[src/rtl/styler_host.sv]
// Host bus master for the text-attribute styler: byte-serial register writes, then bitmap/scanline readback.
// Optional STYLER_HOST_DIFF_EN keeps a shadow of written bytes and skips writes that would not change them.
module styler_host #(
    parameter int unsigned READ_WAIT = 1
) (
    input  logic        clk,
    input  logic        rst,
    input  logic        req_valid,
    output logic        req_ready,
    input  logic [3:0]  req_scanline,
    input  logic [5:0]  req_ctrl,
    input  logic [15:0] req_bitmap,
    input  logic [24:0] req_attr,
    input  logic        faint_phase,
    input  logic        blink_phase,
    input  logic        cursor_phase,
    output logic        rsp_valid,
    input  logic        rsp_ready,
    output logic [15:0] rsp_bitmap,
    output logic [3:0]  rsp_scanline,
    output logic [7:0]  st_ui,
    output logic [7:0]  st_uio_out,
    output logic        st_uio_oe,
    input  logic [7:0]  st_uo
);
    localparam int unsigned NB     = 8;
    localparam int unsigned BUS_W  = 8 * NB;
    localparam int unsigned RCNT_W = 4;

    typedef enum logic [2:0] {
        S_IDLE,
        S_WR_SETUP,
        S_WR_HOLD,
        S_TURN,
        S_READ,
        S_RESP
    } state_e;

    state_e              state_q, state_d;
    logic [BUS_W-1:0]    wr_bytes_q, wr_bytes_d;
    logic [NB-1:0]       wr_mask_q, wr_mask_d;
    logic [2:0]          wr_idx_q, wr_idx_d;
    logic [1:0]          rd_sel_q, rd_sel_d;
    logic [RCNT_W-1:0]   rd_cnt_q, rd_cnt_d;
    logic [15:0]         rsp_bitmap_q, rsp_bitmap_d;
    logic [3:0]          rsp_scanline_q, rsp_scanline_d;
    logic                rsp_valid_q, rsp_valid_d;
    logic                req_ready_q, req_ready_d;
    logic                ui_we_n_q, ui_we_n_d;
    logic [2:0]          ui_addr_q, ui_addr_d;
    logic [7:0]          uio_out_q, uio_out_d;
    logic                uio_oe_q, uio_oe_d;

    logic [BUS_W-1:0]    req_bytes;
    logic [NB-1:0]       wr_list;
    logic [NB-1:0]       mask_rem;
    logic                accept;

`ifdef STYLER_HOST_DIFF_EN
    logic [BUS_W-1:0]    shadow_q, shadow_d;
    logic [NB-1:0]       shadow_vld_q, shadow_vld_d;
`endif

    // Lowest pending index, so writes go out in ascending address order.
    function automatic logic [2:0] first_set(input logic [NB-1:0] m);
        first_set = 3'd0;
        for (int i = NB - 1; i >= 0; i--) begin
            if (m[i]) first_set = 3'(i);
        end
    endfunction

    function automatic logic [2:0] rd_addr(input logic [1:0] sel);
        case (sel)
            2'd0:    rd_addr = 3'd2;
            2'd1:    rd_addr = 3'd3;
            default: rd_addr = 3'd0;
        endcase
    endfunction

    // Request fields laid out in styler write-address order, byte i at bits [8i+7:8i].
    always_comb begin
        req_bytes = {7'd0, req_attr[24], req_attr[23:0], req_bitmap,
                     2'd0, req_ctrl, 4'd0, req_scanline};
`ifdef STYLER_HOST_DIFF_EN
        wr_list = '0;
        for (int i = 0; i < NB; i++) begin
            wr_list[i] = ~shadow_vld_q[i] | (shadow_q[8*i +: 8] != req_bytes[8*i +: 8]);
        end
`else
        wr_list = '1;
`endif
    end

    assign accept = req_valid & req_ready_q;

    // Next-state and sequencing.
    always_comb begin
        state_d        = state_q;
        wr_bytes_d     = wr_bytes_q;
        wr_mask_d      = wr_mask_q;
        wr_idx_d       = wr_idx_q;
        rd_sel_d       = rd_sel_q;
        rd_cnt_d       = rd_cnt_q;
        rsp_bitmap_d   = rsp_bitmap_q;
        rsp_scanline_d = rsp_scanline_q;
        mask_rem       = wr_mask_q & ~(8'd1 << wr_idx_q);

        case (state_q)
            S_IDLE: begin
                if (accept) begin
                    wr_bytes_d = req_bytes;
                    wr_mask_d  = wr_list;
                    if (|wr_list) begin
                        state_d  = S_WR_SETUP;
                        wr_idx_d = first_set(wr_list);
                    end else begin
                        state_d = S_TURN;
                    end
                end
            end
            S_WR_SETUP: state_d = S_WR_HOLD;
            S_WR_HOLD: begin
                wr_mask_d = mask_rem;
                if (|mask_rem) begin
                    state_d  = S_WR_SETUP;
                    wr_idx_d = first_set(mask_rem);
                end else begin
                    state_d = S_TURN;
                end
            end
            S_TURN: begin
                state_d  = S_READ;
                rd_sel_d = 2'd0;
                rd_cnt_d = '0;
            end
            S_READ: begin
                if (rd_cnt_q == RCNT_W'(READ_WAIT)) begin
                    rd_cnt_d = '0;
                    rd_sel_d = 2'(rd_sel_q + 2'd1);
                    case (rd_sel_q)
                        2'd0:    rsp_bitmap_d[7:0]  = st_uo;
                        2'd1:    rsp_bitmap_d[15:8] = st_uo;
                        default: begin
                            rsp_scanline_d = st_uo[3:0];
                            state_d        = S_RESP;
                        end
                    endcase
                end else begin
                    rd_cnt_d = RCNT_W'(rd_cnt_q + 1'b1);
                end
            end
            S_RESP: begin
                if (rsp_ready) state_d = S_IDLE;
            end
            default: state_d = S_IDLE;
        endcase
    end

    // Pin values decoded from the upcoming state so they register in step with it.
    always_comb begin
        ui_we_n_d   = 1'b1;
        ui_addr_d   = 3'd0;
        uio_out_d   = 8'd0;
        uio_oe_d    = 1'b0;
        rsp_valid_d = (state_d == S_RESP);
        req_ready_d = (state_d == S_IDLE);
        case (state_d)
            S_WR_SETUP, S_WR_HOLD: begin
                ui_we_n_d = (state_d == S_WR_HOLD);
                ui_addr_d = wr_idx_d;
                uio_out_d = wr_bytes_d[{wr_idx_d, 3'b000} +: 8];
                uio_oe_d  = 1'b1;
            end
            S_READ:  ui_addr_d = rd_addr(rd_sel_d);
            default: ui_addr_d = 3'd0;
        endcase
    end

`ifdef STYLER_HOST_DIFF_EN
    // Shadow tracks what the styler latches hold; a byte counts as written once its hold cycle ends.
    always_comb begin
        shadow_d     = shadow_q;
        shadow_vld_d = shadow_vld_q;
        if (state_q == S_WR_HOLD) begin
            shadow_d[{wr_idx_q, 3'b000} +: 8] = wr_bytes_q[{wr_idx_q, 3'b000} +: 8];
            shadow_vld_d[wr_idx_q]            = 1'b1;
        end
    end

    always_ff @(posedge clk) begin
        if (rst) begin
            shadow_q     <= '0;
            shadow_vld_q <= '0;
        end else begin
            shadow_q     <= shadow_d;
            shadow_vld_q <= shadow_vld_d;
        end
    end
`endif

    always_ff @(posedge clk) begin
        if (rst) begin
            state_q        <= S_IDLE;
            wr_bytes_q     <= '0;
            wr_mask_q      <= '0;
            wr_idx_q       <= 3'd0;
            rd_sel_q       <= 2'd0;
            rd_cnt_q       <= '0;
            rsp_bitmap_q   <= 16'd0;
            rsp_scanline_q <= 4'd0;
            rsp_valid_q    <= 1'b0;
            req_ready_q    <= 1'b0;
            ui_we_n_q      <= 1'b1;
            ui_addr_q      <= 3'd0;
            uio_out_q      <= 8'd0;
            uio_oe_q       <= 1'b0;
        end else begin
            state_q        <= state_d;
            wr_bytes_q     <= wr_bytes_d;
            wr_mask_q      <= wr_mask_d;
            wr_idx_q       <= wr_idx_d;
            rd_sel_q       <= rd_sel_d;
            rd_cnt_q       <= rd_cnt_d;
            rsp_bitmap_q   <= rsp_bitmap_d;
            rsp_scanline_q <= rsp_scanline_d;
            rsp_valid_q    <= rsp_valid_d;
            req_ready_q    <= req_ready_d;
            ui_we_n_q      <= ui_we_n_d;
            ui_addr_q      <= ui_addr_d;
            uio_out_q      <= uio_out_d;
            uio_oe_q       <= uio_oe_d;
        end
    end

    // Output disable shares the drive-enable flop, so host and styler can never both drive uio.
    assign st_ui        = {ui_we_n_q, uio_oe_q, cursor_phase, blink_phase, faint_phase, ui_addr_q};
    assign st_uio_out   = uio_out_q;
    assign st_uio_oe    = uio_oe_q;
    assign req_ready    = req_ready_q;
    assign rsp_valid    = rsp_valid_q;
    assign rsp_bitmap   = rsp_bitmap_q;
    assign rsp_scanline = rsp_scanline_q;

endmodule

[config.mk]
export PLATFORM = sky130hd
export DESIGN_NAME = styler_host
export DESIGN_NICKNAME = d
export VERILOG_FILES = /design/src/rtl/styler_host.sv
export SDC_FILE = /design/constraint.sdc
export NUM_CORES = 1
export LEC_CHECK = 0
export CAP_MARGIN = 20
export CELL_PAD_IN_SITES_DETAIL_PLACEMENT = 1
export CELL_PAD_IN_SITES_GLOBAL_PLACEMENT = 1
export CORE_MARGIN = 2
export CORE_UTILIZATION = 40
export CTS_BUF_LIST = sky130_fd_sc_hd__clkbuf_8
export DETAILED_ROUTE_END_ITERATION = 7
export GPL_TIMING_DRIVEN = 0
export PLACE_DENSITY = 0.84
export SLEW_MARGIN = 20
export SYNTH_ARGS = -nofsm -noshare
export SYNTH_HDL_FRONTEND = slang
export SYNTH_SLANG_ARGS = --single-unit
[constraint.sdc]
create_clock -name clk -period 3.4 [get_ports clk]
set_input_delay 0.34 -clock clk [delete_from_list [all_inputs] [get_ports clk]]
set_output_delay 0.34 -clock clk [all_outputs]
set_load 0.01 [all_outputs]
# Yosys cells after proc, flatten, opt, wreduce, memory -nomap -nowiden
# Cells that the tools add are included.
[word_totals]
in_bits = 66
register_bits = 119
[op_classes]
n_reduce_logical = 14
n_eq_ne = 13
mux = 28
n_addsub = 2
shift = 2
n_bitwise = 5
[op_table]
columns = ["op", "n"]
rows = [
  ["$mux W64", 2],
  ["$shiftx A64 B7 Y8", 1],
  ["$mux W3", 14],
  ["$pmux W3 S6", 1],
  ["$pmux W8 S2", 1],
  ["$eq A3 B3 Y1 const B", 4],
  ["$pmux W3 S2", 2],
  ["$eq A3 B2 Y1 const B", 3],
  ["$reduce_and A3 Y1", 3],
  ["$and A8 B8 Y8", 1],
  ["$mux W8", 1],
  ["$not A8 Y8", 1],
  ["$pmux W2 S2", 2],
  ["$pmux W4 S2", 1],
  ["$reduce_or A8 Y1", 1],
  ["$shl A1 B3 Y8 const A", 1],
  ["$eq A3 B1 Y1 const B", 2],
  ["$logic_not A3 Y1", 2],
  ["$reduce_or A2 Y1", 3],
  ["$add A4 B1 Y4 const B", 1],
  ["$eq A2 B1 Y1 const B", 2],
  ["$eq A4 B1 Y1 const B", 1],
  ["$logic_not A2 Y1", 2],
  ["$mux W2", 2],
  ["other kinds (8)", 10],
]

# Logic depth before layout (Yosys ltp)
# Gate-level depths: netlist of the first run.
[depth]
depth_word = 14
ltp_mapped = 11

# Worst setup path after synthesis of the first run
# Ideal clock, no wire load.
[synth_path]
path_type = "reg-to-reg"
start = "register rd_cnt_q[0]"
end = "register uio_out_q[6], in the netlist st_uio_out[6]"
slack_ps = 884
arrival_time_ps = 2456
t_required_ps = 3340
stages_incl_launch_ff = 10
path_buffers = 1
setup_ps = 60
cell_sequence = "dfxtp_1 ha_1 or4b_1 buf_2 nor4_4 o41ai_1 a21o_4 nor4_4 a21boi_1 a221o_1"
[synth_via]
elab_chain_len = 7
elab_cells_between_ends = 8
[synth_lines]
columns = ["item", "line_no", "rtl"]
rows = [
  ["from (decl)", "44", "logic [RCNT_W-1:0] rd_cnt_q, rd_cnt_d;"],
  ["from (signal assigned)", "223", "rd_cnt_q <= rd_cnt_d;"],
  ["$eq A4 B1 Y1 (*)", "137", "if (rd_cnt_q == RCNT_W'(READ_WAIT)) begin"],
  ["$mux W3 (*)", "137", ""],
  ["$pmux W3 S6 (*)", "108", "case (state_q)"],
  ["$eq A3 B2 Y1 / $eq A3 B1 Y1 (equally long branches)", "167", "case (state_d)"],
  ["$reduce_or A2 Y1 (*)", "167", ""],
  ["$not A1 Y1 (no line) (*)", "n/a", ""],
  ["$reduce_or A2 Y1 (no line) (*)", "n/a", ""],
  ["to (signal assigned)", "230", "uio_out_q <= uio_out_d;"],
  ["to (decl)", "51", "logic [7:0] uio_out_q, uio_out_d;"],
]
# Every way passes the cells marked *; elsewhere a longest branch is shown, timed or not.
# A chain may end at the register's enable or synchronous reset.

# Worst setup path after layout of the first run
[layout_path]
start = "register wr_idx_q[1]"
end = "register uio_out_q[0], in the netlist st_uio_out[0]"
[layout_via]
elab_chain_len = 14
elab_cells_between_ends = 23
[layout_lines]
columns = ["item", "line_no", "rtl"]
rows = [
  ["from (decl)", "42", "logic [2:0] wr_idx_q, wr_idx_d;"],
  ["from (signal assigned)", "221", "wr_idx_q <= wr_idx_d;"],
  ["$shl A1 B3 Y8", "106", "mask_rem = wr_mask_q & ~(8'd1 << wr_idx_q);"],
  ["$not A8 Y8", "106", ""],
  ["$and A8 B8 Y8", "106", ""],
  ["$mux W3 (8 in series)", "68", "if (m[i]) first_set = 3'(i);"],
  ["$mux W3", "124", "if (|mask_rem) begin"],
  ["$pmux W3 S2", "108", ""],
  ["$shiftx A64 B7 Y8", "171", "uio_out_d = wr_bytes_d[{wr_idx_d, 3'b000} +: 8];"],
]
# Parallel ways exist; a longest one is shown, timed or not.

==> results of run 1 <==
==> power by group <==
| part | internal [W] | switching, W | total, W |
|---|---|---|---|
| clock | 0.000669 | 0.000564 | 0.00123 |
| sequential | 0.00146 | 0.0000472 | 0.00151 |
| combinational | 0.000222 | 0.000288 | 0.000510 |
| total | 0.00235 | 0.000899 | 0.00325 |
==> final timing paths <==
check	cells after the start	to	start	slack (ns)
worst max register to register	9	st_uio_out[0]	wr_idx_q[1]	0.29
worst max-delay path	9	st_uio_out[0]	wr_idx_q[1]	0.29
worst min-delay path	3	ui_we_n_q	rst	0.40
worst min register to register	2	rsp_bitmap[0]	rsp_bitmap[0]	0.46
==> cells in the mapped netlist (all sizes together), types with 4 or more instances <==
| cell | number |
|---|---|
| a211oi | 8 |
| a21boi | 4 |
| a21oi | 78 |
| a221o | 5 |
| a2bb2oi | 4 |
| a31oi | 5 |
| and2 | 13 |
| buf | 21 |
| clkbuf | 24 |
| dfxtp | 119 |
| ha | 4 |
| inv | 7 |
| mux2 | 7 |
| mux2i | 32 |
| nand2 | 118 |
| nand2b | 11 |
| nand3 | 22 |
| nor2 | 39 |
| nor3 | 11 |
| nor3b | 4 |
| nor4 | 6 |
| o2111ai | 4 |
| o211ai | 4 |
| o21ai | 17 |
| o22ai | 6 |
| o31ai | 4 |
==> critical path, cell delays in order, from the launching register on <==
cell                       delay [ns]
sky130_fd_sc_hd__dfxtp_1         0.43
sky130_fd_sc_hd__buf_2           0.26
sky130_fd_sc_hd__nand2b_1        0.22
sky130_fd_sc_hd__o221ai_1        0.32
sky130_fd_sc_hd__and3_1          0.30
sky130_fd_sc_hd__a22o_1          0.27
sky130_fd_sc_hd__nor2_1          0.15
sky130_fd_sc_hd__clkbuf_1        0.43
sky130_fd_sc_hd__o221ai_1        0.23
sky130_fd_sc_hd__a221o_1         0.36
==> logic make-up (layout without fill, tap and decap cells) <==
family | count (synthesis) | after routing | share of synthesized area (%)
flip-flops | 119 | 119 | 45.1
multiplexers | 39 | 39 | 7.56
buffers and inverters | 52 | 182 | 4.62
AO/OA/AOI/OAI | 157 | 157 | 19.0
adder cells (fa/ha/maj) | 4 | 4 | 0.948
AND/OR/NAND/NOR | 246 | 246 | 22.8
==> cell type report <==
cell class | count | area [um2]
inverter | 7 | 26.3
sequential | 119 | 2380
buffer | 45 | 218
clock buffer | 19 | 262
timing repair buffer | 100 | 1000
clock inverter | 11 | 109
fill | 1519 | 5910
multi-input combinational | 446 | 2650
tap | 172 | 215
==> per-layer routing <==
metal | wire length, um | part of all wire, % | global-route usage (%)
met2 | 8470 | 50 | 43.3
met5 | 0 | 0 | 0
met1 | 7360 | 44 | 29.6
met4 | 218 | 1.3 | 7.51
met3 | 756 | 4.5 | 4.98
==> flip-flops by register name, summed over array words and instances, names as in the netlist, 3 cells and up <==
signal        flops
wr_mask_q         8
ui_addr_q         3
rd_cnt_q          4
wr_idx_q          3
rsp_scanline      4
wr_bytes_q       64
st_uio_out        8
rsp_bitmap       16
state_q           3
==> stage by stage <==
step	total power (W)	worst slack, ns
floorplan	0.00182	0.884
global placement	0.00202	0.379
detailed placement	0.00204	0.334
CTS	0.00326	0.303
global route	0.00337	0.0992
finish	0.00325	0.292
==> out/summary.md, run 1 <==
The flow ran to the end, and the final reports show no timing, DRC or antenna violations. The run gives 17 as the maximum number of pins on one net before global-route repair. Detailed-route DRC error count: 0. The synthesized design devotes to its leading area cell type 45.1% of total area. The most used flip-flop cell after synthesis is sky130_fd_sc_hd__dfxtp_1. The count of cells in the finished layout, fillers not included, comes to 919.

The remaining global-route overflow was 0. The number of buffers inserted for hold repair after clock tree synthesis was 0. Max-cap violations in this run came to 0.

The run gives 5341 as the via count of the first global-routing pass. At the worst endpoint, the required time is 3.72 ns. The share of post-route cells with drive strength above 1 was 8.17%.

In this run, the number of DRC markers left after iteration 0 of detailed routing was 275. Dividing total power by cell area gives a power density of 473 mW/mm2. For this run, the post-layout net count is 806. The die is 119 um tall.

The final-report hold violation count is 0, and the floorplan die area is 0.0141 mm2. STA classifies the critical path startpoint as a flop. The final antenna diode count was 0. Clock edge transition at the registers on the reported setup and hold paths: 0.07 ns.

After synthesis, the cell types taking the most area are sky130_fd_sc_hd__dfxtp_1 (45%), sky130_fd_sc_hd__nand2_1 (8.4%), sky130_fd_sc_hd__a21oi_1 (7.4%), sky130_fd_sc_hd__mux2i_1 (6.1%), sky130_fd_sc_hd__nor2_1 (2.7%). The tools report the number of rows created at floorplan as 41. Data on the critical path arrives at its endpoint at 3.43 ns. IR analysis of the VDD net gives a maximum drop of 0.223 mV.

On the final layout, the worst clock skew is 0.0108 ns. Setup violations remaining at the end of the flow were counted as 0. For this design, the sink count on the clock tree is 119. The run gives 0.398 ns as the worst hold margin.

Setup repair after global routing left no endpoint under its margin. Synthesis produced 617 cells. Once detail routing completed, the nets flagged for antenna violations numbered 0. Measured along the x axis, the die boundary spans 119 um. The number of buffers added on ports was 100. The synthesized design contains 0 enable-type register cells. Detailed placement ended at an HPWL of 12500 um. After layout, the worst path uses 91.4% of the clock period.

The initial utilization of the core area, before any placement, comes to 41.3%. After floorplanning, the core was sized to cover 0.0128 mm2. The worst min-delay path class was in -> reg. Leaving out fill and tap cells, the most frequent cells in the layout are sky130_fd_sc_hd__dfxtp_1 (119), sky130_fd_sc_hd__nand2_1 (118), sky130_fd_sc_hd__clkdlybuf4s50_1 (100).

The cell area that synthesis handed to floorplanning was 0.00528 mm2. The worst slew margin relative to its limit is 40.1%, and the total of cells resized after clock tree synthesis is 0. Cells fill 53.8% of the core in the end. Global-route wire length before repair: 27300 um. The total iterations of the first detailed-routing run is 4, and the count of distinct cell types in the synthesized netlist is 62. The critical path is of the reg -> reg type.

Of all flip-flops after synthesis, the portion carrying an async set or reset was 0%. The Yosys step of the flow raised 0 warnings. The clock passes through at most 2 buffers. The most common library cell in the layout ignoring fill and taps was sky130_fd_sc_hd__dfxtp_1.

Along the worst path, the maximum fanout reaches 10. The post-synthesis area per instance was 8.56 um2. For the worst-skew pair, the clock arrives at the later sink with an insertion delay of 0.45 ns. Synthesis inferred 119 register bits.

At the pin with the least slew margin, the transition time is 0.890 ns. The number of clock buffers added by TritonCTS is 17. The worst setup path is captured at a flop. After detailed routing, the total wire length is 16800 um. After detailed routing, the average wire length per cell comes to 18.3 um. The run gives 5028 as the via count.

The run gives 105 as the I/O pin count. The via count normalized by instance count was 5.47; the final RePlAce weighted congestion was 0.874. TritonCTS built the clock tree. For the H-tree depth, the log shows 4.

The sum of negative setup slack came out at 0 ns. After routing the design area is 0.00687 mm2. The sequential area share after synthesis was 45.1%; the final critical-path required period was 3.11 ns. Summing all placed instances gives a cell area of 0.00650 mm2. For the overall routing resource usage, the log shows 24.4%.

Compared with the post-synthesis result, the final layout area differs by 30.0%. The analysis attributes to cell leakage a power of 2.54 nW. The cell total after placement is 889.

The initial antenna violation count is 0. Dominant cell type by area after synthesis: sky130_fd_sc_hd__dfxtp_1. The run gives 0 as the max-slew violation count.

In this run the post-CTS setup repair buffer count came out at 0. The post-synthesis net count is 687. Clock tree synthesis selected as its root buffer the cell sky130_fd_sc_hd__clkbuf_8.

The achievable clock frequency is 322 MHz.
(Power assumes the default switching activity.)
==> run 2, diff against run 1 <==
--- a/config.mk
+++ b/config.mk
@@ -12,7 +12,6 @@
 export CORE_UTILIZATION = 40
 export CTS_BUF_LIST = sky130_fd_sc_hd__clkbuf_8
 export DETAILED_ROUTE_END_ITERATION = 7
-export GPL_TIMING_DRIVEN = 0
 export PLACE_DENSITY = 0.84
 export SLEW_MARGIN = 20
 export SYNTH_ARGS = -nofsm -noshare
==> run 2 against run 1 <==
Hold slack got worse by 0.16 ns; non-clock buffer count fell by 34; critical endpoint is now st_uio_out[1]; combinational power fell by 8.4%; clock skew fell by 0.0017 ns.
==> out/summary.md, run 2 (synthesis results as in run 1) <==
The run finished with clean final reports. Counting flops per register, the top entry is wr_bytes_q. The run gives 886 (-3.6%) as the number of cells in the finished layout apart from fillers. The detailed-route DRC error count is 0 (unchanged).

Setup repair after global routing left no endpoint under its margin. The tools report the via count as 4865 (-3.2%). The clock tree root driver cell is sky130_fd_sc_hd__clkbuf_8. Chip width: 119 um (unchanged). The run gives 0 (unchanged) as the number of buffers inserted for hold repair after clock tree synthesis.

The global-route wire length before repair is 25400 um (-6.7%), and the via count of the first global-routing pass is 5146 (-3.7%). The logs give 0 (unchanged) for the remaining global-route overflow and 0.44 ns (about the same) for the later-pin clock latency in the skew report. The achievable clock frequency is 346 MHz (+7.4%). Clock edge transition at the registers on the reported setup and hold paths: 0.07 ns (about the same). The number of nets in the layout is 772 (-4.2%).

The tools report the multi-input logic area as 0.00266 mm2 (+0.24%). The top cell types in the final layout, fill and taps aside, are sky130_fd_sc_hd__dfxtp_1 (119), sky130_fd_sc_hd__nand2_1 (118), sky130_fd_sc_hd__clkdlybuf4s50_1 (97). The critical path buffer and inverter count is 1 (-1). The power density relative to cell area is 467 mW/mm2 (-1.2%). TritonCTS built the clock tree. The number of buffers added on ports works out to 98 (-2.0%).

Most common library cell in the layout ignoring fill and taps: sky130_fd_sc_hd__dfxtp_1. The tools report the clock buffer count from CTS as 17 (unchanged). The flip-flop count of the largest register, all copies and words added is 64 (unchanged). The max-capacitance violation count came out at 0 (unchanged).

The H-tree depth was 4 (unchanged). The logs give 105 (unchanged) for the I/O pin count and 855 (-3.8%) for the cell total after placement. The slack of the critical path is 0.506 ns (+0.214 ns), and the final antenna diode count is 0 (unchanged).

The slowest stage of the critical path belongs to the cell sky130_fd_sc_hd__dfxtp_1. The worst-margin pin slew is 1.01 ns (+0.123 ns). The worst hold path belongs to the class in -> reg.

Post-CTS repair timing setup buffer count: 0 (unchanged). For the starting density of the core, the log shows 41.3% (unchanged). The count of fill cells added during filler insertion was 1481 (-2.5%); the cell area after placement was 0.00638 mm2 (-1.8%). Among cell families on the critical path, the largest total delay comes from compound AO/OA/AOI/OAI gates. The sum of negative setup slack was 0 ns (unchanged); the area of all placed cells without fillers was 0.00674 mm2 (-1.8%).

The area growth from synthesis to layout is 27.7%. Startpoint kind of the worst setup timing path: a flop. Final RePlAce weighted congestion: 0.880 (+0.58%). The core footprint was 0.0128 mm2 (unchanged); the die boundary height was 119 um (unchanged).

The largest voltage drop on the vdd net is 0.207 mV (-7.2%), and the worst-case setup slack after placement is 0.548 ns (+0.214 ns). The logs give 96 (+79) for the maximum number of pins on one net before global-route repair and 0.00238 mm2 (unchanged) for the area used by sequential logic in the layout. The share of post-route cells with drive strength above 1 works out to 8.54% (+0.38 points).

The run gives 0.00902 ns (-0.00174 ns) as the largest clock skew in the final design. The run gives 22.7% (-1.7 points) as the overall routing resource usage. The max-slew violation count was 0 (unchanged). The logs give 4 (unchanged) for the total iterations of the first detailed-routing run and 340 (+24%) for the number of violations reported at the end of detailed-routing iteration 0. The worst slew margin relative to its limit is 32.5% (-7.6 points). The maximum cell stage delay along the critical path is 0.56 ns (+0.13 ns).

Buffer depth of the longest clock path: 2 (unchanged). The logs give 0.233 ns (-0.165 ns) for the worst hold margin and 0 (unchanged) for the remaining number of nets flagged by the antenna check after routing. The initial antenna violation count was 0 (unchanged); the floorplan die area was 0.0141 mm2 (unchanged). The number of rows created at floorplan was 41 (unchanged). The routed length per placed instance came out at 17.6 um (-3.6%). The tools report the leakage dissipation as 2.50 nW (-1.7%). The element type at the critical path end was a flop. The count of clock tree sinks is 119 (unchanged), and the highest fanout seen on the critical path is 33 (+23). The final-report hold violation count was 0 (unchanged). The final-report setup violation count is 0 (unchanged), and the via count normalized by instance count is 5.49 (+0.36%).

The logs give 11300 um (-10%) for the estimated wirelength of the detail-placed design and 3.19 ns (-0.24 ns) for the worst endpoint data arrival time. The total of cells resized after clock tree synthesis is 0 (unchanged). The worst endpoint required time was 3.70 ns (-0.02 ns); the total routed wirelength was 15600 um (-7.1%). The fraction of the cycle the final worst path needs is 85.1% (-6.3 points), and the final critical-path required period is 2.89 ns (-0.214 ns). Type of the worst setup path: reg -> reg. Traced cell by cell, the critical path runs through or3b_1 > a221oi_2 > o22ai_1 > nor3_4 > buf_12 > mux2i_1 > a2bb2oi_1 > o211ai_1.
==> run 2: changes by cell type in the layout (fill, tap and decap cells not counted), sizes merged <==
cell and delta:
bufinv -1, clkinv +1, inv +1, clkinvlp -1, clkbuf -23, clkdlybuf4s50 -3, buf -7
==> run 2: metrics by stage <==
| stage | util (%) | power (W) |
|---|---|---|
| 6_report | 52.8 | 0.00315 |
| 5_1_grt | 52.8 | 0.00330 |
| 4_1_cts | 52.8 | 0.00318 |
| 3_5_place_dp | 50.0 | 0.00201 |
| 3_3_place_gp | 50.0 | 0.00199 |
| 2_1_floorplan | - | 0.00182 |
==> run 2: worst paths after layout <==
kind	from	end	slack (ns)	cells after the start
setup reg to reg	wr_idx_q[0]	st_uio_out[1]	0.51	8
hold / removal	rst	ui_we_n_q	0.23	3
hold reg to reg	wr_bytes_q[55]	wr_bytes_q[55]	0.46	2
setup / recovery	wr_idx_q[0]	st_uio_out[1]	0.51	8
==> run 2: cell type report <==
| cell class | instances | area share [%] |
|---|---|---|
| clock buffers | 20 | 4.08 |
| clock inverters | 11 | 1.24 |
| inverters | 7 | 0.390 |
| multi-input cells | 446 | 39.5 |
| flip-flops and latches | 119 | 35.3 |
| well taps | 172 | 3.19 |
| repair buffers | 111 | 16.3 |
==> run 2: worst reg2reg max path: stages (launching register included) <==
cell and delay [ns]:
sky130_fd_sc_hd__dfxtp_1 0.56, sky130_fd_sc_hd__or3b_1 0.45, sky130_fd_sc_hd__a221oi_2 0.33, sky130_fd_sc_hd__o22ai_1 0.22, sky130_fd_sc_hd__nor3_4 0.24, sky130_fd_sc_hd__buf_12 0.26, sky130_fd_sc_hd__mux2i_1 0.32, sky130_fd_sc_hd__a2bb2oi_1 0.25
sky130_fd_sc_hd__o211ai_1 0.14
==> run 2: power by group <==
group          switching, W  leakage [nW]  internal (W)
clock              0.000549         0.196      0.000618
combinational      0.000253          1.33      0.000214
sequential        0.0000584         0.965       0.00146
total              0.000860          2.50       0.00229
==> run 2: metal layers <==
layer | share of wire, % | global-route usage (%)
met1 | 43 | 26.5
met2 | 52 | 40.2
met3 | 4.0 | 4.84
met4 | 1.6 | 9.08
met5 | 0 | 0
